## src/rtl/freq_gen_pkg.sv

```systemverilog
// Shared types and constants for the frequency generator.
package freq_gen_pkg;
  localparam int          CNT_W          = 32;
  localparam logic [31:0] DEFAULT_PERIOD = 32'd48;
  localparam int          MIN_PERIOD     = 2;

  typedef enum logic [1:0] {IDLE, HIGH, LOW} state_t;
endpackage

```

## src/rtl/freq_gen_cfg.sv

```systemverilog
// Configuration handshake, validation and single-entry shadow register.
// FREQ_GEN_DUTY_EN adds a programmable high time next to the period.
module freq_gen_cfg #(
  parameter int CNT_W = freq_gen_pkg::CNT_W
) (
  input  logic             sys_clk,
  input  logic             sys_rst_n,
  input  logic             cfg_valid,
  input  logic [CNT_W-1:0] cfg_period,
`ifdef FREQ_GEN_DUTY_EN
  input  logic [CNT_W-1:0] cfg_high,
  output logic [CNT_W-1:0] sh_high,
`endif
  input  logic             apply,
  output logic             cfg_ready,
  output logic             cfg_err,
  output logic             pend,
  output logic [CNT_W-1:0] sh_period
);
  logic             pend_q, pend_d;
  logic             err_q, err_d;
  logic [CNT_W-1:0] per_q, per_d;
  logic             bad;
`ifdef FREQ_GEN_DUTY_EN
  logic [CNT_W-1:0] hi_q, hi_d;
  assign bad = (cfg_period < CNT_W'(freq_gen_pkg::MIN_PERIOD)) ||
               (cfg_high == '0) || (cfg_high >= cfg_period);
  assign sh_high = hi_q;
`else
  assign bad = (cfg_period < CNT_W'(freq_gen_pkg::MIN_PERIOD));
`endif

  // Ready is simply "shadow empty": drops after accept, rises after apply.
  assign cfg_ready = ~pend_q;
  assign cfg_err   = err_q;
  assign pend      = pend_q;
  assign sh_period = per_q;

  always_comb begin
    pend_d = pend_q;
    per_d  = per_q;
    err_d  = 1'b0;
`ifdef FREQ_GEN_DUTY_EN
    hi_d   = hi_q;
`endif
    if (apply) pend_d = 1'b0;
    if (cfg_valid && !pend_q) begin
      if (bad) begin
        err_d = 1'b1;
      end else begin
        pend_d = 1'b1;
        per_d  = cfg_period;
`ifdef FREQ_GEN_DUTY_EN
        hi_d   = cfg_high;
`endif
      end
    end
  end

  always_ff @(posedge sys_clk or negedge sys_rst_n) begin
    if (!sys_rst_n) begin
      pend_q <= 1'b0;
      err_q  <= 1'b0;
      per_q  <= '0;
`ifdef FREQ_GEN_DUTY_EN
      hi_q   <= '0;
`endif
    end else begin
      pend_q <= pend_d;
      err_q  <= err_d;
      per_q  <= per_d;
`ifdef FREQ_GEN_DUTY_EN
      hi_q   <= hi_d;
`endif
    end
  end
endmodule

```

## src/rtl/freq_gen.sv

```systemverilog
// Square-wave generator: IDLE/HIGH/LOW phase counter with shadowed reconfig.
// FREQ_GEN_DUTY_EN enables a programmable high time (cfg_high).
module freq_gen #(
  parameter int             CNT_W          = freq_gen_pkg::CNT_W,
  parameter logic [CNT_W-1:0] DEFAULT_PERIOD = CNT_W'(freq_gen_pkg::DEFAULT_PERIOD)
) (
  input  logic             sys_clk,
  input  logic             sys_rst_n,
  input  logic             run_en,
  input  logic             cfg_valid,
  output logic             cfg_ready,
  input  logic [CNT_W-1:0] cfg_period,
`ifdef FREQ_GEN_DUTY_EN
  input  logic [CNT_W-1:0] cfg_high,
`endif
  output logic             cfg_err,
  output logic             sig_out,
  output logic             active,
  output logic [31:0]      edge_cnt
);
  import freq_gen_pkg::*;

  state_t           state_q, state_d;
  logic [CNT_W-1:0] cnt_q, cnt_d;
  logic [CNT_W-1:0] per_q, per_d;
  logic [31:0]      edge_q, edge_d;
  logic             sig_q;
  logic             pend, apply;
  logic [CNT_W-1:0] sh_period, h_eff, l_eff;

`ifdef FREQ_GEN_DUTY_EN
  logic [CNT_W-1:0] sh_high, hi_q, hi_d;
  assign hi_d  = apply ? sh_high : hi_q;
  assign h_eff = hi_d;
`else
  assign h_eff = per_d >> 1;
`endif
  assign l_eff = per_d - h_eff;

  freq_gen_cfg #(.CNT_W(CNT_W)) u_cfg (
    .sys_clk   (sys_clk),
    .sys_rst_n (sys_rst_n),
    .cfg_valid (cfg_valid),
    .cfg_period(cfg_period),
`ifdef FREQ_GEN_DUTY_EN
    .cfg_high  (cfg_high),
    .sh_high   (sh_high),
`endif
    .apply     (apply),
    .cfg_ready (cfg_ready),
    .cfg_err   (cfg_err),
    .pend      (pend),
    .sh_period (sh_period)
  );

  // Shadow lands in IDLE right away, or at the LOW->HIGH boundary while running.
  assign apply = pend && ((state_q == IDLE) ||
                          (state_q == LOW && cnt_q == '0 && run_en));
  assign per_d = apply ? sh_period : per_q;

  always_comb begin
    state_d = state_q;
    cnt_d   = cnt_q;
    edge_d  = edge_q;
    case (state_q)
      IDLE: if (run_en) begin
        state_d = HIGH;
        cnt_d   = h_eff - CNT_W'(1);
        edge_d  = 32'd1;
      end
      HIGH: if (cnt_q == '0) begin
        state_d = LOW;
        cnt_d   = l_eff - CNT_W'(1);
      end else begin
        cnt_d = cnt_q - CNT_W'(1);
      end
      LOW: if (cnt_q == '0) begin
        if (run_en) begin
          state_d = HIGH;
          cnt_d   = h_eff - CNT_W'(1);
          edge_d  = edge_q + 32'd1;
        end else begin
          state_d = IDLE;
        end
      end else begin
        cnt_d = cnt_q - CNT_W'(1);
      end
      default: state_d = IDLE;
    endcase
  end

  always_ff @(posedge sys_clk or negedge sys_rst_n) begin
    if (!sys_rst_n) begin
      state_q <= IDLE;
      cnt_q   <= '0;
      per_q   <= DEFAULT_PERIOD;
      edge_q  <= '0;
      sig_q   <= 1'b0;
`ifdef FREQ_GEN_DUTY_EN
      hi_q    <= DEFAULT_PERIOD >> 1;
`endif
    end else begin
      state_q <= state_d;
      cnt_q   <= cnt_d;
      per_q   <= per_d;
      edge_q  <= edge_d;
      sig_q   <= (state_d == HIGH);
`ifdef FREQ_GEN_DUTY_EN
      hi_q    <= hi_d;
`endif
    end
  end

  assign sig_out  = sig_q;
  assign active   = (state_q != IDLE);
  assign edge_cnt = edge_q;
endmodule

```

## config.mk

```make
export PLATFORM = sky130hd
export DESIGN_NAME = freq_gen
export DESIGN_NICKNAME = d
export VERILOG_FILES = /design/src/rtl/freq_gen_pkg.sv /design/src/rtl/freq_gen_cfg.sv /design/src/rtl/freq_gen.sv
export SDC_FILE = /design/constraint.sdc
export NUM_CORES = 1
export LEC_CHECK = 0
export CAP_MARGIN = 20
export CORE_UTILIZATION = 60
export DETAILED_ROUTE_END_ITERATION = 10
export HOLD_SLACK_MARGIN = 0.12
export PLACE_DENSITY = 0.81
export SYNTH_ARGS = -nofsm -noshare
export SYNTH_HDL_FRONTEND = slang
export SYNTH_SLANG_ARGS = --single-unit
```

## constraint.sdc

```tcl
create_clock -name sys_clk -period 6.4 [get_ports sys_clk]
set_input_delay 1.6 -clock sys_clk [delete_from_list [all_inputs] [get_ports sys_clk]]
set_output_delay 1.6 -clock sys_clk [all_outputs]
set_load 0.005 [all_outputs]
```

# [After elaboration in Yosys (flattened, before gate mapping)]
# Index checks and enable logic that the tools add are counted.
[totals] register_bits=133 in_bits=36 output_inout_bits=36 elab_cells=54
[classes] addsub=5 magnitude_cmp=1 n_eq_ne=6 muxes=19 n_bitwise=2 n_reduce_logical=13
[ops] operator="$mux W32" n=7
[ops] operator="$pmux W32 S3" n=1
[ops] operator="$pmux W32 S2" n=1
[ops] operator="$sub A32 B1 Y32 const B" n=2
[ops] operator="$add A32 B1 Y32 const B" n=1
[ops] operator="$logic_not A32 Y1" n=1
[ops] operator="$lt A32 B2 Y1 const B" n=1
[ops] operator="$sub A31 B1 Y32 const B" n=1
[ops] operator="$sub A32 B31 Y32" n=1
[ops] operator="$mux W1" n=6
[ops] operator="$mux W2" n=3
[ops] operator="$pmux W2 S3" n=1
[ops] operator="$eq A2 B1 Y1 const B" n=2
[ops] operator="$logic_and A1 B1 Y1" n=4
[ops] operator="$ne A2 B2 Y1 const B" n=2
[ops] operator="$reduce_and A4 Y1" n=1
[ops] operator="$reduce_bool A2 Y1" n=2
[ops] operator="$reduce_bool A3 Y1" n=1
[ops] operator="$eq A2 B2 Y1 const B" n=1
[ops] operator="$logic_not A2 Y1" n=1
[ops] operator="$ne A2 B1 Y1 const B" n=1
[ops] operator="$not A1 Y1" n=2
[ops] operator="$reduce_and A2 Y1" n=1
[ops] operator="$logic_not A1 Y1" n=1
[ops] operator="$logic_or A1 B1 Y1" n=1

# [Longest topological paths before layout]
# Gate-level depths: netlist (run 1).
[logic_depth] depth_word=10 ltp_mapped=26 depth_no_buf=23

# [By module]
# A second synthesis (run 1) with hierarchy kept.
[hier_totals] cells_unflattened=1225 hier_area_um2=10466.3
[modules_own_cells] module="freq_gen" instances=1 cells_per_inst=1141 area_per_inst_um2=9120.0 seq_area_each_um2=2479.9
[modules_own_cells] module="freq_gen_cfg" instances=1 cells_per_inst=84 area_per_inst_um2=1346.3 seq_area_each_um2=850.8

# [Worst setup path before layout (run 1)]
# OpenSTA, ideal clock, no wires.
[synth_path] kind="input to register" from="input port run_en" to="register cnt_q[25]" t_arrival_ps=6014 path_slack_ps=317 stages=20 n_path_buf=3 path_cell_list="and3_1 -> and4_4 -> nor2_4 -> buf_6 -> buf_2 -> buf_2 -> mux2i_1 -> ha_1 -> nand2b_1 -> a221oi_1 -> nor4_1 -> o41ai_1 -> a221oi_1 -> a211o_1 -> o21ai_1 -> a21boi_2 -> o31ai_2 -> a21oi_1 -> or4b_1 -> nand3_1"
[synth_between] elab_chain_cells=8
[synth_lines] item="start, declared" line="freq_gen.sv:9" text="input logic run_en,"
[synth_lines] item="$logic_and A1 B1 Y1" line="freq_gen.sv:58" text="(state_q == LOW && cnt_q == '0 && run_en));"
[synth_lines] item="$logic_or A1 B1 Y1" line="freq_gen.sv:57" text="assign apply = pend && ((state_q == IDLE) ||"
[synth_lines] item="$logic_and A1 B1 Y1" line="freq_gen.sv:57"
[synth_lines] item="$mux W32" line="freq_gen.sv:59" text="assign per_d = apply ? sh_period : per_q;"
[synth_lines] item="$sub A32 B31 Y32 or $sub A31 B1 Y32 (tied branches)" line="freq_gen.sv:38, freq_gen.sv:68, freq_gen.sv:80"
[synth_lines] item="$sub A32 B1 Y32 or $mux W32 (tied branches)" line="freq_gen.sv:73, freq_gen.sv:66, freq_gen.sv:78"
[synth_lines] item="$mux W32, on equally long branches" line="freq_gen.sv:71, freq_gen.sv:77"
[synth_lines] item="$pmux W32 S3 *" line="freq_gen.sv:65" text="case (state_q)"
[synth_lines] item="end signal, assigned" line="freq_gen.sv:104" text="cnt_q <= cnt_d;"
[synth_lines] item="end, declared" line="freq_gen.sv:24" text="logic [CNT_W-1:0] cnt_q, cnt_d;"
# Every way passes the cells marked *; elsewhere a longest branch is shown, timed or not.
# A chain may end at the register's enable or synchronous reset.

# [Worst setup path in the final report (run 1)]
[layout_path] from="input port run_en" to="register cnt_q[26]"
# The elaborated chain is that of the path after synthesis.

==> qor.yml, run 1 <==
worst_pin_slew_ps: 1155
cp.arrival_ps: 6230
instances_no_fill: 1477
grt_max_degree: 82
start_util: 0.6139
dp_slack_ps: 119.5
max_freq_mhz: 168.8
place_inst: 1444
die_w_microns: 132.3
wl_per_cell_microns: 18.55
synth_ff_type: "dfrtp_1"
p_per_area_mw_per_mm2: 207.6
clk_path_buf_depth: 2
num_rows: 47
setup-violations-final: 0
status: "complete, no violations"
synth.largest_area_cell: "dfrtp_1"
maxCapViolations: 0
syn2layout_area_growth_pct: 16.71
gp_congestion: 0.9638
drc: 0
port_buffers: 71
max_stage_delay_ps: 440
dp_hpwl_microns: 19910
ir_drop_v: 0.0002370
first_pass_iters: 5
antenna_found_initial: 0
synthCells: 1164
boundaryPins: 72
fin_crit_sh: 0.9259
syn-num-nets: 1268
yosysTopAreaCellShare: 0.3220
cts.reportedPaths.clkPinSlew_ps: 70
cts_root_buf: "clkbuf_16"
antenna_left: 0
fin_skew_ps: 11.59
hold_path.class: "register to register"
cts_tree: "built"
crit_path_max_fanout: 21
final_area_sq_mm: 0.01188
track_usage: 0.3260
fp.dieArea_sq_mm: 0.01749
drive_above_1_share: 0.1042
multi_input_area_sq_mm: 0.006396
crit_chain: "clkdlybuf4s50_1, and3_1, and4_4, nor2_4, buf_4, mux2i_1, ha_1, a21o_1, a31o_2, a211oi_1, o31ai_1, a311oi_2, o31ai_1, a221oi_2, a211oi_2, xnor2_1, o22ai_1, a222oi_1, a21oi_1"
startpoint_type: "input pin"
cp.required_ps: 6700
vias: 9181
max-slew-margin-rel: 0.2248
ys_seq_elements: 133
synth_edf_count: 0
fillCellCount: 1238
path_delay_family: "compound AO/OA/AOI/OAI gates"
dpl-instance-area_sq_mm: 0.01123
ctsHoldBuffers: 0
yosys_warnings: 0
finalSetupTns_ps: 0
grt_pass1_vias: 8736
regArea_sq_mm: 0.003331
ys_seq_area_frac: 0.3271
fin_ws_ps: 474.3
crit_buf_inv: 2
fin_util: 0.7165
numCtsBuffers: 17
slowest_stage: "clkdlybuf4s50_1"
cts_resized: 0
leakage_nw: 5.614
rsz0062_at_grt: "false"
cts_sinks: 133
end_kind: "register"
synthTopCellsByArea: "dfrtp_1 (32%), ha_1 (8.2%), xnor2_1 (6.1%)"
fp.dieH_microns: 132.3
path_class: "input pin to register"
first_iter_violations: 830
syn_avg_cell_area_sq_um: 8.747
async_reset_ff_frac: 1.000
ys_types: 89
cts.htree.levels: 4
final_hold_viol_count: 0
n_antenna_cell: 0
grt_pass1_wl_microns: 45250
syn-cell-area_sq_mm: 0.01018
final_max_slew_viol_count: 0
core_area_sq_mm: 0.01658
post-route-min-period_ps: 5926
cts_setup_buffers: 0
final_nets: 1348
viasPerCell: 6.216
grt_overflow: 0
clk_latency_ps: 440
cpMostUsedCell: "o31ai_1"
wl_microns: 27400
==> registers in the layout (all words and copies together), names as in the netlist <==
name             count
u_cfg.sh_period     32
state_q              2
per_q               32
edge_cnt            32
sig_out              1
u_cfg.cfg_err        1
u_cfg.pend           1
cnt_q               32
==> cells in the final DEF, fill, tap and decap left out, drive strengths merged, types with 4 or more instances in the layout <==
master,instances
xor2,41
mux2,39
nor2b,10
and4,5
o21bai,6
dfrtp,131
and3,15
a211o,4
nand2,112
or3,9
a21oi,74
a222oi,4
and2,4
o21ai,64
buf,32
o31ai,9
a31oi,5
a311oi,5
a21o,9
clkdlybuf4s50,70
a221oi,8
nand3,32
clkbuf,19
inv,78
xnor2,71
nor4,22
o21a,5
mux2i,32
bufinv,4
nand2b,16
o22ai,11
a211oi,7
o41ai,6
nor2,118
a22oi,12
nand4,15
o211ai,10
nor3,23
ha,67
==> metrics by stage <==
step | power [W] | hold slack, ps
after floorplan | 0.001261 | 439.9
after global placement | 0.001373 | 471.6
after detailed placement | 0.001388 | 466.2
after CTS | 0.002468 | 489.2
after global routing | 0.002551 | 516.0
final | 0.002466 | 488.6
==> layout make-up <==
class,count,area share
timing repair buffer,102,0.08118
clock buffer,19,0.03728
inverter,74,0.02338
clock inverter,13,0.01643
multi-input combinational,916,0.5383
tap,220,0.02317
sequential,133,0.2803
==> kinds of logic after synthesis <==
group / count (synthesis) / share of synthesized area
xor gates and xnor gates: 112 / 0.09635
DFF: 133 / 0.3271
AOI/OAI and AO/OA: 267 / 0.1771
adders and majority gates: 70 / 0.08627
muxes: 71 / 0.07583
buffers and inverters: 115 / 0.04486
and+or+nand+nor: 396 / 0.1925
==> tightest hold or removal path: stages, from the launching register on <==
cell and delay (ps):
dfrtp_1 330, nand2_1 40, nand2_1 80
==> path summary, 6_finish.rpt <==
kind                            from           to  slack [ps]  depth (start not counted)
hold / removal              per_q[0]     per_q[0]         490                          2
max in group asynchronous  sys_rst_n    per_q[27]        3970                          2
hold reg to reg             per_q[0]     per_q[0]         490                          2
min in group asynchronous  sys_rst_n  edge_cnt[6]        1210                          1
setup / recovery              run_en    cnt_q[26]         470                         19
setup reg to reg            cnt_q[0]    cnt_q[25]         850                         21
==> layer usage <==
layer  track usage  up-vias  wire length (microns)
li1              -     4309                      -
met2        0.5003      471                  12160
met1        0.4616     4348                  12220
met4        0.1277        0                    807
met5             0        -                      0
met3       0.05267       53                   2208
==> power by group <==
part | internal (W) | switching [W] | total (W)
logic | 0.000173 | 0.000145 | 0.000318
registers | 0.000938 | 0.000130 | 0.00107
clock network | 0.000668 | 0.000413 | 0.00108
total | 0.00178 | 0.000687 | 0.00247
==> synth_stat cells (all sizes together), types with 6 or more instances <==
cell,n
xor2,41
o21ai,64
clkbuf,28
a21oi,74
or3,9
inv,74
a211oi,7
a221oi,8
o211ai,10
a21o,9
dfrtp,131
nand4,15
nand2,112
ha,67
and3,15
o22ai,11
nor2,118
a22oi,12
nand3,32
o31ai,9
nor3,23
o41ai,6
nor4,22
nor2b,10
xnor2,71
o21bai,6
mux2,39
mux2i,32
buf,13
nand2b,16
Note: power is estimated with default switching activity, not from simulation.
==> inputs of run 2 (changes only) <==
==> constraint.sdc (replaced) <==
create_clock -name sys_clk -period 6.7 [get_ports sys_clk]
set_input_delay 1.675 -clock sys_clk [delete_from_list [all_inputs] [get_ports sys_clk]]
set_output_delay 1.675 -clock sys_clk [all_outputs]
set_load 0.005 [all_outputs]
==> run 2 against run 1 <==
  * Non-clock buffer count down 6
  * Critical path depth decreased by 1
  * Register-to-register slack got worse by 20 ps
  * Final cell count fell by 0.41%
  * Count of clock-buffer cells in the layout is the same
  * Global-route usage is 0.43 points lower
  * Clock skew is 1.9 ps lower
  * First-iteration DRC count increased by 15%
  * Combinational power decreased by 5%
  * Routed wire length is 1.7% lower
  * Sequential share of layout area increased by 0.11 points
  * Total power decreased by 4.4%
==> qor.yml, run 2 (synthesis gave the netlist of run 1 again) <==
clk_latency_ps: 430  # was 440 ps
cp.arrival_ps: 6620  # was 6230 ps
status: "complete, no violations"  # unchanged
path_class: "input pin to register"  # unchanged
antenna_found_initial: 0  # unchanged
core_area_sq_mm: 0.01658  # unchanged
drive_above_1_share: 0.1007  # was 0.1042
antenna_left: 0  # unchanged
p_per_area_mw_per_mm2: 199.3  # was 207.6 mW/mm^2
first_pass_iters: 6  # was 5
die_w_microns: 132.3  # unchanged
fin_ws_ps: 443.9  # was 474.3 ps
num_rows: 47  # unchanged
fp.dieArea_sq_mm: 0.01749  # unchanged
syn2layout_area_growth_pct: 16.25  # was 16.71%
worst_pin_slew_ps: 1050  # was 1155 ps
grt.met1_usage: 0.4634  # was 0.4616
grt.busiest_layer: "met2"  # unchanged
cts_sinks: 133  # unchanged
cts_setup_buffers: 0  # unchanged
instances_no_fill: 1471  # was 1477
dp_hpwl_microns: 19760  # was 19910 microns
gp_congestion: 0.9248  # was 0.9638
cts.htree.levels: 4  # unchanged
ir_drop_v: 0.0002271  # was 0.0002370 V
startpoint_type: "input pin"  # unchanged
leakage_nw: 5.584  # was 5.614 nW
port_buffers: 71  # unchanged
setup-violations-final: 0  # unchanged
cts_resized: 0  # unchanged
final_nets: 1342  # was 1348
grt_pass1_wl_microns: 44690  # was 45250 microns
hold_path.class: "register to register"  # unchanged
fin_skew_ps: 9.649  # was 11.59 ps
end_kind: "register"  # unchanged
final_hold_viol_count: 0  # unchanged
max-slew-margin-rel: 0.2950  # was 0.2248
grt.met3_usage: 0.04729  # was 0.05267
cts_root_buf: "clkbuf_16"  # unchanged
maxCapViolations: 0  # unchanged
max_freq_mhz: 159.8
final_common_cell: "dfrtp_1"  # unchanged
wl_microns: 26940  # was 27400 microns
numCtsBuffers: 17  # unchanged
clk_path_buf_depth: 2  # unchanged
cts.reportedPaths.clkPinSlew_ps: 60  # was 70 ps
n_antenna_cell: 0  # unchanged
start_util: 0.6139  # unchanged
viasPerCell: 6.129  # was 6.216
drc: 0  # unchanged
first_iter_violations: 955  # was 830
grt_util_met2: 0.4924  # was 0.5003
post-route-min-period_ps: 6256
finalSetupTns_ps: 0  # unchanged
grt_pass1_vias: 8680  # was 8736
cts_tree: "built"  # unchanged
place_inst: 1438  # was 1444
grt_overflow: 0  # unchanged
wl_per_cell_microns: 18.32  # was 18.55 microns
fin_crit_sh: 0.9337
ctsHoldBuffers: 0  # unchanged
track_usage: 0.3217  # was 0.3260
rsz0062_at_grt: "false"  # unchanged
final_cell_mix: "dfrtp_1 (131), nor2_1 (115), nand2_1 (110)"  # unchanged
dp_slack_ps: 81.25  # was 119.5 ps
cp.required_ps: 7060  # was 6700 ps
crit_path_max_fanout: 5  # was 21
boundaryPins: 72  # unchanged
vias: 9016  # was 9181
final_max_slew_viol_count: 0  # unchanged
fp.dieH_microns: 132.3  # unchanged
grt_max_degree: 83  # was 82
## run 2: cell types whose count changed in the layout (fill, tap and decap cells not counted)
cell | previous run | this run
clkbuf_1 | 1 | 0
clkbuf_8 | 1 | 2
buf_12 | 1 | 0
buf_4 | 29 | 24
## run 2: per-stage QoR
step	hold slack [ps]	cell area (sq um)	power, W	utilization
2_1_floorplan	439.9	10180	0.001204	-
3_3_place_gp	489.4	11170	0.001308	0.6737
3_5_place_dp	492.0	11170	0.001324	0.6737
4_1_cts	506.3	11820	0.002364	0.7128
5_1_grt	531.9	11840	0.002449	0.7137
6_report	504.1	11840	0.002358	0.7137
## run 2: power breakdown
group | switching [W] | internal (W) | total, W | leakage [nW]
Combinational | 0.000137 | 0.000165 | 0.000303 | 3.59
Sequential | 0.000120 | 0.000896 | 0.00102 | 1.68
Clock | 0.000391 | 0.000649 | 0.00104 | 0.307
## run 2: final cells by class
cell class                 instances  area (sq um)
fill                            1251          4748
clock buffer                      19         452.9
multi-input combinational        916          6396
timing repair buffer              96         907.1
inverter                          74         277.8
tap                              220         275.3
clock inverter                    13         195.2
sequential                       133          3331
## run 2: worst max-delay path, stage by stage
cell and delay, ps:
clkdlybuf4s50_1 450, and3_1 210, and4_4 220, nor2_4 220, mux2i_1 460, ha_1 340
nand2b_1 180, a221oi_1 380, nor4_1 120, o41ai_1 510, a221oi_1 150, a211o_1 250
o21ai_1 260, a21boi_2 170, o31ai_2 300, a21oi_1 140, or4b_1 480, nand3_1 100
## run 2: path summary, 6_finish.rpt
| kind | startpoint | end | slack, ps | depth (start not counted) |
|---|---|---|---|---|
| worst max-delay path | run_en | cnt_q[25] | 440 | 18 |
| worst min-delay path | u_cfg.sh_period[3] | u_cfg.sh_period[3] | 500 | 1 |
| worst max register to register | cnt_q[0] | cnt_q[25] | 830 | 20 |
| worst min register to register | u_cfg.sh_period[3] | u_cfg.sh_period[3] | 500 | 1 |
| max in group asynchronous | sys_rst_n | per_q[23] | 4190 | 2 |
| min in group asynchronous | sys_rst_n | edge_cnt[5] | 1310 | 1 |
## run 2: routing by layer
layer  vias to the layer above  wire (microns)
met2                       402           11880
met4                         0             839
met5                         -               0
li1                       4278               -
met3                        59            1929
met1                      4277           12290
==> RTL edit: new RTL, config.mk and constraints of run 1 <==
The package constant `CNT_W` goes from 32 to 24.
--- a/src/rtl/freq_gen_pkg.sv
+++ b/src/rtl/freq_gen_pkg.sv
@@ -1,6 +1,6 @@
 // Shared types and constants for the frequency generator.
 package freq_gen_pkg;
-  localparam int          CNT_W          = 32;
+  localparam int          CNT_W          = 24;
   localparam logic [31:0] DEFAULT_PERIOD = 32'd48;
   localparam int          MIN_PERIOD     = 2;
 
Interface: changed (resized cfg_period); port bits go from 72 to 64. The function was not compared with the original's and may differ.
==> RTL edit against run 1 <==
- register-to-register slack better by 0.30 ns
- sequential cell count is 24 lower
- setup slack worse by 0.076 ns
- wire length is 29% lower
- design area is 23% lower
- hold slack worse by 0.0049 ns
- synthesized area is 20% lower
- count of clock-buffer cells in the layout is 9 lower
Power is not compared: it rests on default switching activity, and its combinational part moved more than twofold at a synthesized area within 25%.
==> RTL edit: results (changes against run 1) <==
metric;value;unit;change
Clock Latency Late Sink;0.36;ns;-0.08 ns
Critical Path AT;6.25;ns;+0.02 ns
register area share after synthesis;33.56;%;+0.85 points
Syn Nets;1007;;-21%
status;completed;;
DR WL/cell;16.85;um;-9.2%
via count;7053;;-23%
reg-to-reg slack, setup;1.15;ns;+0.30 ns
reg2reg start;cnt_q[17];;
Num CTS Buffers;9;;-8
placed cells;1142;;-21%
total track usage;29.43;%;-3.2 points
worst slack, placed;0.1614;ns;+0.04186 ns
cells on worst reg2reg path;16;;-24%
met3 usage;3.958;%;-1.3 points
Placer Congestion;0.9678;;+0.42%
DP HPWL;14350;um;-28%
first-pass GRT wire length;32930;um;-27%
count of different cell masters after synthesis;71;;-20%
Worst Tran Pin Value;0.8737;ns;-0.2813 ns
Synth top cells by count;107 x dfrtp_1, 93 x nand2_1, 90 x nor2_1, 51 x xnor2_1, 48 x inv_1;;
port bufs;63;;-11%
cells after synthesis;936;;-20%
met1 Use GR;42.54;%;-3.6 points
dpl cell area;8882;um2;-21%
GRT met2 Usage;45.48;%;-4.6 points
Iter 0 DRT Violations;568;;-32%
number of global-route vias before repair;6563;;-25%
depth of the CTS H-tree;3;;-1
Max Fanout on Critical Path;13;;-38%
share of layout cells above drive strength 1;8.138;%;-2.3 points
ranking of synthesized cells by area;dfrtp_1 33%, ha_1 6.6%, xnor2_1 5.5%;;
-- RTL edit: cells by family (layout without fill, tap and decap cells) --
group	count (synthesis)	after routing	synth area share [%]
adder cells (fa/ha/maj)	44	44	6.753
buffers and inverters	91	138	4.630
AND/OR/NAND/NOR	341	341	20.44
AO/OA/AOI/OAI	192	192	15.47
multiplexers	68	68	9.337
XOR/XNOR	91	91	9.799
flip-flops	109	109	33.56
-- RTL edit: stage by stage --
step           power [mW]  utilization (%)  hold WS [ns]
2_1_floorplan       4.032                -        0.4377
3_3_place_gp        4.780            67.07        0.4765
3_5_place_dp        4.838            67.07        0.4676
4_1_cts             5.459            69.42        0.4904
5_1_grt             5.986            69.53        0.5222
6_report            5.526            69.53        0.4837
-- RTL edit: final cells by class --
class	count	area (um2)
inverters	49	183.9
well taps	176	220.2
multi-input cells	736	5040
clock inverters	6	81.33
flip-flops and latches	109	2730
fillers	1026	4035
repair buffers	73	723.2
clock buffers	10	229.0
-- RTL edit: how the worst max path moves through the flow --
stage / startpoint / to / slack (ns) / depth (start not counted)
floorplan: run_en / cnt_q[14] / 0.50 / 21
global placement: run_en / cnt_q[23] / 0.28 / 17
detailed placement: run_en / cnt_q[23] / 0.16 / 18
CTS: run_en / cnt_q[23] / 0.53 / 17
global route: run_en / cnt_q[23] / 0.20 / 17
finish: run_en / cnt_q[23] / 0.40 / 17
-- RTL edit: where the power goes --
group / total (mW) / switching (mW) / internal, mW
Clock: 0.594 / 0.281 / 0.313
Sequential: 1.20 / 0.276 / 0.924
Combinational: 3.73 / 2.19 / 1.55
Total: 5.53 / 2.74 / 2.78
-- RTL edit: worst max-delay path: stages --
cell,delay [ns]
clkdlybuf4s50_1,0.49
and2_1,0.28
nand4b_1,0.21
o31a_2,0.57
mux2i_1,0.50
ha_1,0.31
nor2b_1,0.08
o21ai_0,0.30
nand3_1,0.12
mux2_4,0.29
nand4_1,0.14
a31oi_1,0.15
o21ai_2,0.27
o21ai_1,0.14
and3_1,0.20
o311a_1,0.33
o31a_1,0.27
-- RTL edit: per-layer routing --
metal  wire [um]  part of all wire (%)
met5           0                     0
met1        9121                    47
met4         456                   2.3
met2        8802                    45
met3        1151                   5.9
